<file path="config.mk">
export PLATFORM = sky130hd
export DESIGN_NAME = stack_seq_flat
export DESIGN_NICKNAME = d
export VERILOG_FILES = /design/src/rtl/stack_seq_if.sv /design/src/rtl/stack_seq.sv /design/src/flat_wrapper.sv
export SDC_FILE = /design/constraint.sdc
export NUM_CORES = 1
export LEC_CHECK = 0
export CORE_ASPECT_RATIO = 0.9
export CORE_MARGIN = 2
export CORE_UTILIZATION = 57
export CTS_CLUSTER_DIAMETER = 30
export DETAILED_ROUTE_END_ITERATION = 10
export PLACE_DENSITY = 0.87
export SYNTH_ARGS = -nofsm -noshare
export SYNTH_HDL_FRONTEND = slang
export SYNTH_SLANG_ARGS = --single-unit
</file>
<file path="constraint.sdc">
create_clock -name clk -period 6.1 [get_ports clk]
set_clock_uncertainty 0.2 [all_clocks]
set_input_delay 1.83 -clock clk [delete_from_list [all_inputs] [get_ports clk]]
set_output_delay 1.83 -clock clk [all_outputs]
set_load 0.03 [all_outputs]
</file>
<file path="src/rtl/stack_seq_if.sv">
// Command and stack-port bundle for the stack sequencer.
// The slave modport is the sequencer. The master modport is the command issuer plus the stack storage.
interface stack_seq_if;
  logic        cmd_valid;
  logic        cmd_ready;
  logic [2:0]  cmd_op;
  logic [31:0] cmd_data;
  logic        st_push;
  logic        st_pop;
  logic [31:0] st_data;
  logic [31:0] st_top;
  logic [31:0] st_top_m1;
  logic        st_full;
  logic [5:0]  st_ptr;
  logic [31:0] result;
  logic        result_valid;
  logic        err;
  logic [1:0]  err_code;

  modport slave (
    input  cmd_valid, cmd_op, cmd_data, st_top, st_top_m1, st_full, st_ptr,
    output cmd_ready, st_push, st_pop, st_data, result, result_valid, err, err_code
  );

  modport master (
    output cmd_valid, cmd_op, cmd_data, st_top, st_top_m1, st_full, st_ptr,
    input  cmd_ready, st_push, st_pop, st_data, result, result_valid, err, err_code
  );
endinterface

</file>
<file path="src/rtl/stack_seq.sv">
// Stack-machine sequencer: turns PUSH/POP/ALU commands into stack strobe sequences.
// The ALU result R is captured at acceptance, so later changes in stack contents cannot affect it.
module stack_seq (
  input  logic        clk,
  input  logic        rst,
  stack_seq_if.slave  bus
);
  localparam logic [2:0] OP_PUSH = 3'b000;
  localparam logic [2:0] OP_POP  = 3'b001;
  localparam logic [2:0] OP_ADD  = 3'b010;
  localparam logic [2:0] OP_SUB  = 3'b011;
  localparam logic [2:0] OP_AND  = 3'b100;
  localparam logic [2:0] OP_OR   = 3'b101;
  localparam logic [2:0] OP_XOR  = 3'b110;
  localparam logic [2:0] OP_NOP  = 3'b111;

  typedef enum logic [2:0] {
    IDLE, S_PUSH, S_POP, S_POPA, S_POPB, S_PUSHR, S_ERR, S_NOP
  } state_t;

  state_t      state_q, state_d;
  logic        alive_q;
  logic [1:0]  code_q, code_d;
  logic [31:0] r_q, r_d;
  logic [31:0] result_q, result_d;
  logic [31:0] st_data_q, st_data_d;
  logic        accept;
  logic [31:0] alu;

  always_ff @(posedge clk or negedge rst) begin
    if (!rst) begin
      state_q   <= IDLE;
      alive_q   <= 1'b0;
      code_q    <= 2'b00;
      r_q       <= '0;
      result_q  <= '0;
      st_data_q <= '0;
    end else begin
      state_q   <= state_d;
      alive_q   <= 1'b1;
      code_q    <= code_d;
      r_q       <= r_d;
      result_q  <= result_d;
      st_data_q <= st_data_d;
    end
  end

  always_comb begin
    alu = '0;
    case (bus.cmd_op)
      OP_ADD:  alu = bus.st_top_m1 + bus.st_top;
      OP_SUB:  alu = bus.st_top_m1 - bus.st_top;
      OP_AND:  alu = bus.st_top_m1 & bus.st_top;
      OP_OR:   alu = bus.st_top_m1 | bus.st_top;
      OP_XOR:  alu = bus.st_top_m1 ^ bus.st_top;
      default: alu = '0;
    endcase
  end

  // alive_q keeps cmd_ready low until the first clock edge after reset is released.
  assign accept = bus.cmd_valid && (state_q == IDLE) && alive_q;

  always_comb begin
    state_d   = state_q;
    code_d    = code_q;
    r_d       = r_q;
    result_d  = result_q;
    st_data_d = st_data_q;
    case (state_q)
      IDLE: begin
        if (accept) begin
          case (bus.cmd_op)
            OP_PUSH: begin
              if (bus.st_full) begin
                state_d = S_ERR;
                code_d  = 2'b10;
              end else begin
                state_d   = S_PUSH;
                st_data_d = bus.cmd_data;
                result_d  = bus.cmd_data;
              end
            end
            OP_POP: begin
              if (bus.st_ptr == 6'd0) begin
                state_d = S_ERR;
                code_d  = 2'b01;
              end else begin
                state_d  = S_POP;
                result_d = bus.st_top;
              end
            end
            OP_NOP: state_d = S_NOP;
            default: begin
              if (bus.st_ptr < 6'd2) begin
                state_d = S_ERR;
                code_d  = 2'b01;
              end else begin
                state_d = S_POPA;
                r_d     = alu;
              end
            end
          endcase
        end
      end
      S_POPA:  state_d = S_POPB;
      S_POPB: begin
        state_d   = S_PUSHR;
        st_data_d = r_q;
        result_d  = r_q;
      end
      default: state_d = IDLE;
    endcase
  end

  assign bus.cmd_ready    = (state_q == IDLE) && alive_q;
  assign bus.st_push      = (state_q == S_PUSH) || (state_q == S_PUSHR);
  assign bus.st_pop       = (state_q == S_POP) || (state_q == S_POPA) || (state_q == S_POPB);
  assign bus.st_data      = st_data_q;
  assign bus.result       = result_q;
  assign bus.result_valid = (state_q == S_PUSH) || (state_q == S_POP) || (state_q == S_PUSHR);
  assign bus.err          = (state_q == S_ERR);
  assign bus.err_code     = (state_q == S_ERR) ? code_q : 2'b00;
endmodule
</file>
<file path="src/flat_wrapper.sv">
// flat-port wrapper written by rule: the top's interface ports become plain ports
module stack_seq_flat 
  (clk, rst, bus_cmd_valid, bus_cmd_op, bus_cmd_data, bus_st_top, bus_st_top_m1, bus_st_full, bus_st_ptr, bus_cmd_ready, bus_st_push, bus_st_pop, bus_st_data, bus_result, bus_result_valid, bus_err, bus_err_code);
  stack_seq_if bus_i ();
  input  logic clk;
  input  logic rst;
  input wire logic [$bits(bus_i.cmd_valid)-1:0] bus_cmd_valid;
  input wire logic [$bits(bus_i.cmd_op)-1:0] bus_cmd_op;
  input wire logic [$bits(bus_i.cmd_data)-1:0] bus_cmd_data;
  input wire logic [$bits(bus_i.st_top)-1:0] bus_st_top;
  input wire logic [$bits(bus_i.st_top_m1)-1:0] bus_st_top_m1;
  input wire logic [$bits(bus_i.st_full)-1:0] bus_st_full;
  input wire logic [$bits(bus_i.st_ptr)-1:0] bus_st_ptr;
  output wire logic [$bits(bus_i.cmd_ready)-1:0] bus_cmd_ready;
  output wire logic [$bits(bus_i.st_push)-1:0] bus_st_push;
  output wire logic [$bits(bus_i.st_pop)-1:0] bus_st_pop;
  output wire logic [$bits(bus_i.st_data)-1:0] bus_st_data;
  output wire logic [$bits(bus_i.result)-1:0] bus_result;
  output wire logic [$bits(bus_i.result_valid)-1:0] bus_result_valid;
  output wire logic [$bits(bus_i.err)-1:0] bus_err;
  output wire logic [$bits(bus_i.err_code)-1:0] bus_err_code;
  assign bus_i.cmd_valid = bus_cmd_valid;
  assign bus_i.cmd_op = bus_cmd_op;
  assign bus_i.cmd_data = bus_cmd_data;
  assign bus_i.st_top = bus_st_top;
  assign bus_i.st_top_m1 = bus_st_top_m1;
  assign bus_i.st_full = bus_st_full;
  assign bus_i.st_ptr = bus_st_ptr;
  assign bus_cmd_ready = bus_i.cmd_ready;
  assign bus_st_push = bus_i.st_push;
  assign bus_st_pop = bus_i.st_pop;
  assign bus_st_data = bus_i.st_data;
  assign bus_result = bus_i.result;
  assign bus_result_valid = bus_i.result_valid;
  assign bus_err = bus_i.err;
  assign bus_err_code = bus_i.err_code;
  stack_seq u_core (.clk(clk), .rst(rst), .bus(bus_i));
endmodule
</file>
# ---- Word-level counts from Yosys, hierarchy flattened
# Cells that the tools add are included.
dict set report totals {
  ff_bits 102
  latchBits 0
  ramBits 0
  mem_bits_ro 0
  inputBits 109
  out_inout_bits 71
  elab_cells 74
  mem_count 0
}
dict set report op_classes {
  addsub 2
  multipliers 0
  div_mod_pow 0
  n_lt_le_gt_ge 1
  n_eq_ne 21
  shifts 0
  muxes 20
  bitwise 6
  n_reduce_logical 18
}
# cell n
set op_table {}
lappend op_table {{one-hot mux 32 bit (2 select lines)} 3}
lappend op_table {{two-way mux 32 bit} 5}
lappend op_table {{one-hot mux 32 bit (5 select lines)} 1}
lappend op_table {{adder 32 bit} 1}
lappend op_table {{AND 32 bit} 1}
lappend op_table {{OR 32 bit} 1}
lappend op_table {{subtractor 32 bit} 1}
lappend op_table {{XOR 32 bit} 1}
lappend op_table {{equality test 3 bit, second input constant} 7}
lappend op_table {{one-hot mux 3 bit (3 select lines)} 2}
lappend op_table {{equality test 3 x 2 -> 1 bit, second input constant} 4}
lappend op_table {{two-way mux 3 bit} 4}
lappend op_table {{inequality test 3 bit, second input constant} 3}
lappend op_table {{two-way mux 2 bit} 4}
lappend op_table {{AND reduction 4 bit} 2}
lappend op_table {{equality test 3 x 1 -> 1 bit, second input constant} 2}
lappend op_table {{zero test 3 bit} 2}
lappend op_table {{zero test 6 bit} 1}
lappend op_table {{< comparator 6 x 2 -> 1 bit, second input constant} 1}
lappend op_table {{inequality test 2 bit, second input constant} 3}
lappend op_table {{one-hot mux 2 bit (3 select lines)} 1}
lappend op_table {{AND reduction 6 bit} 1}
lappend op_table {{logical OR 1 bit} 5}
lappend op_table {{AND reduction 5 bit} 1}
lappend op_table {{6 further kinds} 11}

# ---- Logic depth before layout (Yosys ltp)
dict set report depth {
  word_depth 5
  mapped_depth 18
  ltp_nobuf 18
}

# ---- Worst setup path after synthesis
# OpenSTA, ideal clock, no wires.
dict set report synth_timing {
  path_type {input port to flip-flop}
  from {input bus_cmd_op[1]}
  to {register u_core.r_q[30]}
  setup_ps 128
  t_arrival_ps 5128
  t_required_ps 5772
  slack_ps 644
  stages 17
  n_path_buf 3
  cell_sequence {clkbuf_1 > nor2b_1 > clkbuf_1 > nand2_1 > clkbuf_1 > nand2_1 > o21ai_0 > fa_1 > nor2b_1 > o2111ai_1 > a31oi_2 > a31oi_1 > o31a_1 > o311a_1 > o21ai_1 > xnor2_1 > o22ai_1}
}
dict set report synth_between {
  elab_chain_len 4
  word_cells_on_any_way 12
  cone_classes {eq/ne (7); mux (1); bitwise (1); reduce/logical (3)}
}
# element line
set synth_rtl {}
lappend synth_rtl {{start, declared} flat_wrapper.sv:8} ;# input wire logic [$bits(bus_i.cmd_op)-1:0] bus_cmd_op;
lappend synth_rtl {{equality test 3 x 1 -> 1 bit (tied with other cells)} stack_seq.sv:72} ;# case (bus.cmd_op)
lappend synth_rtl {{OR reduction 3 bit (no line)} n/a}
lappend synth_rtl {{NOT 1 bit (no line)} n/a}
lappend synth_rtl {{AND reduction 4 bit (no line)} n/a}
lappend synth_rtl {{end signal, assigned} stack_seq.sv:42} ;# r_q <= r_d;
lappend synth_rtl {{end, declared} stack_seq.sv:24} ;# logic [31:0] r_q, r_d;
# Several ways; a longest one is shown, not always the timed one.
# A chain may end at the register's enable or synchronous reset.

# ---- Worst setup path after layout
dict set report layout_timing {
  from {input bus_st_top[6]}
  to {register u_core.r_q[28]}
}
dict set report layout_between {
  elab_chain_len 2
  word_cells_on_any_way 3
  cone_classes {add/sub (2); mux (1)}
}
# element line
set layout_rtl {}
lappend layout_rtl {{start, declared} flat_wrapper.sv:10} ;# input wire logic [$bits(bus_i.st_top)-1:0] bus_st_top;
lappend layout_rtl {{subtractor 32 bit / adder 32 bit (equally long branches)} {stack_seq.sv:52, stack_seq.sv:51}}
lappend layout_rtl {{one-hot mux 32 bit (5 select lines) (*)} stack_seq.sv:50} ;# case (bus.cmd_op)
# Every way passes the cells marked *; elsewhere a longest branch is shown, timed or not.

==> impl_results.rst <==
.. list-table::
   :header-rows: 1

   * - Metric
     - Value
   * - Result of the run
     - completed
   * - Cell area after synthesis
     - 8827 um^2
   * - Pin count of the biggest net entering global routing
     - 98
   * - Most frequent cell after synthesis
     - sky130_fd_sc_hd__nand2_1
   * - Leakage Power
     - 0.005259 uW
   * - Buffer levels on the longest clock path
     - 2
   * - Drt total wl
     - 30.00 mm
   * - Largest fanout of any net on the critical path
     - 3
   * - Crit Path Class
     - input port to flip-flop
   * - Final core utilization
     - 75.26%
   * - Initial Utilization
     - 57.77%
   * - Final min period
     - 5.825 ns
   * - Largest area contributor in the synthesized netlist
     - sky130_fd_sc_hd__dfrtp_1
   * - PD cells
     - 322.4 nW/um^2
   * - CTS Root Buffer Type
     - sky130_fd_sc_hd__clkbuf_16
   * - Number of DRC markers after the initial detailed-route iteration
     - 1,073
   * - Switching power
     - 1595 uW
   * - Vias in the first global route
     - 8,747
   * - Async S/R FF share, synth
     - 100.0%
   * - Switching share of power
     - 43.01%
   * - Highest ir drop seen on vdd
     - 0.2404 mV
   * - DR vias/cell
     - 6.076
   * - DRT antenna net count
     - 0
   * - Sequential area share after synthesis
     - 28.92%
   * - DRC violations left
     - 0
   * - Final routed wire length divided by cell count
     - 19.40 um
   * - Number of buffer cells added on primary ports
     - 179
   * - Max Cap Violations
     - 0
   * - Routability congestion estimate from global placement
     - 1.001
   * - Final hold violation count
     - 0
   * - Total clock sinks
     - 102
   * - FP Rows
     - 43
   * - Area growth, synth to finish
     - 30.28%
   * - #FFs+latches synth
     - 102
   * - Reg power frac
     - 32.0%
   * - Clock transition at the register clock pins on the worst setup and hold paths after CTS
     - 0.08 ns
   * - Vias after detailed routing
     - 9,393
   * - Synthesized netlist cell count
     - 1,140
   * - Number of hold buffers added after CTS
     - 0
   * - X dimension of the die
     - 135.2 um
   * - HPWL reported at the end of detailed placement
     - 22.19 mm
   * - Slew margin rel.
     - 30.75%
   * - Part of the cycle the worst path needs
     - 95.50%
   * - Y dimension of the die
     - 122.1 um
   * - Top flip-flop cell by instance count after synthesis
     - sky130_fd_sc_hd__dfrtp_1
   * - Antenna Diode Count
     - 0
   * - Setup repair after global routing missed its margin
     - false
   * - Combinational fraction of design power
     - 51.7%
   * - Startpoint type of the worst setup path
     - input port
   * - Final-report max-slew violation count
     - 0
   * - Max Clk Rate
     - 0.1717 GHz
   * - Post-synth net total
     - 1,346
   * - Cell-internal power
     - 2113 uW
   * - Worst hold slack
     - 0.2887 ns
   * - Global router's overall resource usage
     - 36.58%
   * - Ports placed on the boundary
     - 180
   * - Count of flip-flops with a built-in enable after synthesis
     - 0
   * - Total number of nets in the final design
     - 1,545
   * - Worst-margin pin slew
     - 1.013 ns
   * - Largest cells by area after synthesis
     - sky130_fd_sc_hd__dfrtp_1, sky130_fd_sc_hd__ha_1, sky130_fd_sc_hd__nand2_1, sky130_fd_sc_hd__a31oi_1, sky130_fd_sc_hd__xnor2_1
   * - Clock buffer count from CTS
     - 9
   * - TritonCTS clock tree
     - yes
   * - Worst Path Arrival
     - 5.88 ns
   * - Die ar.
     - 16,500 um^2
   * - Unique masters post-synth
     - 69
   * - Worst EP required
     - 6.15 ns
   * - Clk network pwr share
     - 16.3%
   * - Top cells by count, synth
     - sky130_fd_sc_hd__nand2_1, sky130_fd_sc_hd__nor2_1, sky130_fd_sc_hd__dfrtp_1
   * - Fraction of synthesized cell area taken by the top area cell type
     - 28.92%
   * - Filler Cells Inserted
     - 1,158
   * - Post-Synthesis Mean Instance Area
     - 7.743 um^2
   * - Source-to-sink clock delay at the later pin of the worst-skew pair
     - 0.36 ns
   * - Total setup violations reported at the end of the flow
     - 0
   * - HP Class
     - flip-flop to flip-flop
   * - Yosys Warn Count
     - 0
   * - Gr ovfl total
     - 0
   * - First-pass iteration count of the detailed router
     - 6
   * - Maximum level of the CTS H-tree
     - 3
   * - Endpoint class of the critical path
     - flip-flop
   * - Core region area
     - 15,280 um^2
   * - Initial antenna violation count
     - 0
   * - Fraction of final layout cells with drive strength greater than 1
     - 8.110%
   * - Global-route wire length before repair
     - 47.02 mm
==> cell usage in the layout (no fill, tap or decap), types with 3 or more instances in the layout <==
master / n
sky130_fd_sc_hd__nand2_1: 228
sky130_fd_sc_hd__clkdlybuf4s50_1: 178
sky130_fd_sc_hd__nor2_1: 107
sky130_fd_sc_hd__dfrtp_1: 102
sky130_fd_sc_hd__ha_1: 96
sky130_fd_sc_hd__a31oi_1: 78
sky130_fd_sc_hd__inv_1: 75
sky130_fd_sc_hd__buf_4: 75
sky130_fd_sc_hd__o21ai_0: 71
sky130_fd_sc_hd__xnor2_1: 47
sky130_fd_sc_hd__a21oi_1: 44
sky130_fd_sc_hd__mux2_1: 32
sky130_fd_sc_hd__a21o_1: 17
sky130_fd_sc_hd__a221oi_1: 16
sky130_fd_sc_hd__o21ai_1: 14
sky130_fd_sc_hd__nand3_1: 12
sky130_fd_sc_hd__xor2_1: 10
sky130_fd_sc_hd__clkbuf_16: 9
sky130_fd_sc_hd__nor3_1: 8
sky130_fd_sc_hd__o21a_1: 8
sky130_fd_sc_hd__nand4_1: 7
sky130_fd_sc_hd__nand2b_1: 6
sky130_fd_sc_hd__a41oi_1: 6
sky130_fd_sc_hd__nor2b_1: 5
sky130_fd_sc_hd__and2_1: 5
sky130_fd_sc_hd__o22ai_1: 5
sky130_fd_sc_hd__a22oi_1: 5
sky130_fd_sc_hd__o31ai_1: 4
sky130_fd_sc_hd__or3_1: 4
sky130_fd_sc_hd__and3_1: 4
sky130_fd_sc_hd__nor4_1: 3
sky130_fd_sc_hd__a2111oi_0: 3
sky130_fd_sc_hd__a211oi_1: 3
sky130_fd_sc_hd__inv_8: 3
==> power by group through the flow <==
stage | clock network [uW] | registers (uW) | logic [uW]
2_1_floorplan | 0 | 1560 | 671
3_3_place_gp | 0 | 1170 | 1860
3_5_place_dp | 0 | 1190 | 1890
4_1_cts | 606 | 1180 | 1910
5_1_grt | 634 | 1210 | 2060
6_report | 606 | 1180 | 1920
==> per-layer routing <==
layer	vias to the layer above	global-route usage (%)	part of all wire (%)
met4	0	11.52	2.3
met3	62	5.993	11
li1	4372	-	-
met5	-	0	0
met1	4378	54.45	44
met2	581	54.31	42
==> kinds of logic after synthesis <==
| group | count (synthesis) | share of synthesized area, % |
|---|---|---|
| multiplexers | 33 | 4.196 |
| AND/OR/NAND/NOR | 411 | 19.87 |
| AO/OA/AOI/OAI | 299 | 21.47 |
| buffers and inverters | 140 | 6.010 |
| other | 1 | 0.04248 |
| flip-flops | 102 | 28.92 |
| XOR/XNOR | 57 | 5.655 |
| adder cells (fa/ha/maj) | 97 | 13.83 |
==> path summary, 6_finish.rpt <==
check	cells after the start	endpoint	slack [ns]	startpoint
setup / recovery	17	u_core.r_q[28]	0.27	bus_st_top[6]
hold / removal	1	u_core.bus.result[4]	0.29	u_core.bus.result[4]
setup reg to reg	6	u_core.r_q[6]	2.96	u_core.state_q[1]
hold reg to reg	1	u_core.bus.result[4]	0.29	u_core.bus.result[4]
max in group asynchronous	2	u_core.r_q[11]	3.29	rst
min in group asynchronous	1	u_core.state_q[2]	1.43	rst
==> registers in the layout, indices dropped and copies added, names as in the netlist <==
| signal | flops |
|---|---|
| u_core.bus.result | 32 |
| u_core.r_q | 32 |
| u_core.alive_q | 1 |
| u_core.bus.st_data | 32 |
| u_core.code_q | 2 |
| u_core.state_q | 3 |
==> critical path, cell delays in order <==
cell and delay, ns:
sky130_fd_sc_hd__clkdlybuf4s50_1 0.42, sky130_fd_sc_hd__or4_4 0.60, sky130_fd_sc_hd__nor4_4 0.20, sky130_fd_sc_hd__nand2_1 0.11, sky130_fd_sc_hd__nor2_1 0.21, sky130_fd_sc_hd__a21oi_1 0.13, sky130_fd_sc_hd__xnor2_1 0.14, sky130_fd_sc_hd__ha_1 0.29
sky130_fd_sc_hd__and2_1 0.17, sky130_fd_sc_hd__a2111oi_0 0.39, sky130_fd_sc_hd__o21ai_1 0.12, sky130_fd_sc_hd__a31oi_1 0.36, sky130_fd_sc_hd__o21a_1 0.21, sky130_fd_sc_hd__o221ai_1 0.16, sky130_fd_sc_hd__a31oi_1 0.24, sky130_fd_sc_hd__mux2i_1 0.20
sky130_fd_sc_hd__nand3_1 0.08
==> per-stage QoR <==
step	total power (uW)	TNS, ns	instance area, um^2	worst slack [ns]	std cells
floorplan	2233	0	8827	0.6442	1140
global placement	3029	0	11190	0.06231	1530
finish	3708	0	11500	0.2748	1546
detailed placement	3073	-0.1018	11190	-0.08885	1530
global route	3904	0	11500	0.05699	1546
CTS	3690	0	11490	0.2779	1546
==> what timing repair did <==
item	in CTS	in global routing
hold endpoints to repair	0	0
buffers inserted	0	0
setup endpoints to repair	0	1
gates resized for setup	0	1
==> cell type report <==
class / count / area (um^2) / area share [%]
sequential: 102 / 2552 / 22.20
inverter: 75 / 281.5 / 2.448
tap: 202 / 252.7 / 2.198
clock buffer: 10 / 239.0 / 2.078
clock inverter: 6 / 60.06 / 0.5222
multi-input combinational: 898 / 5769 / 50.17
timing repair buffer: 253 / 2345 / 20.39
(Power assumes the default switching activity.)
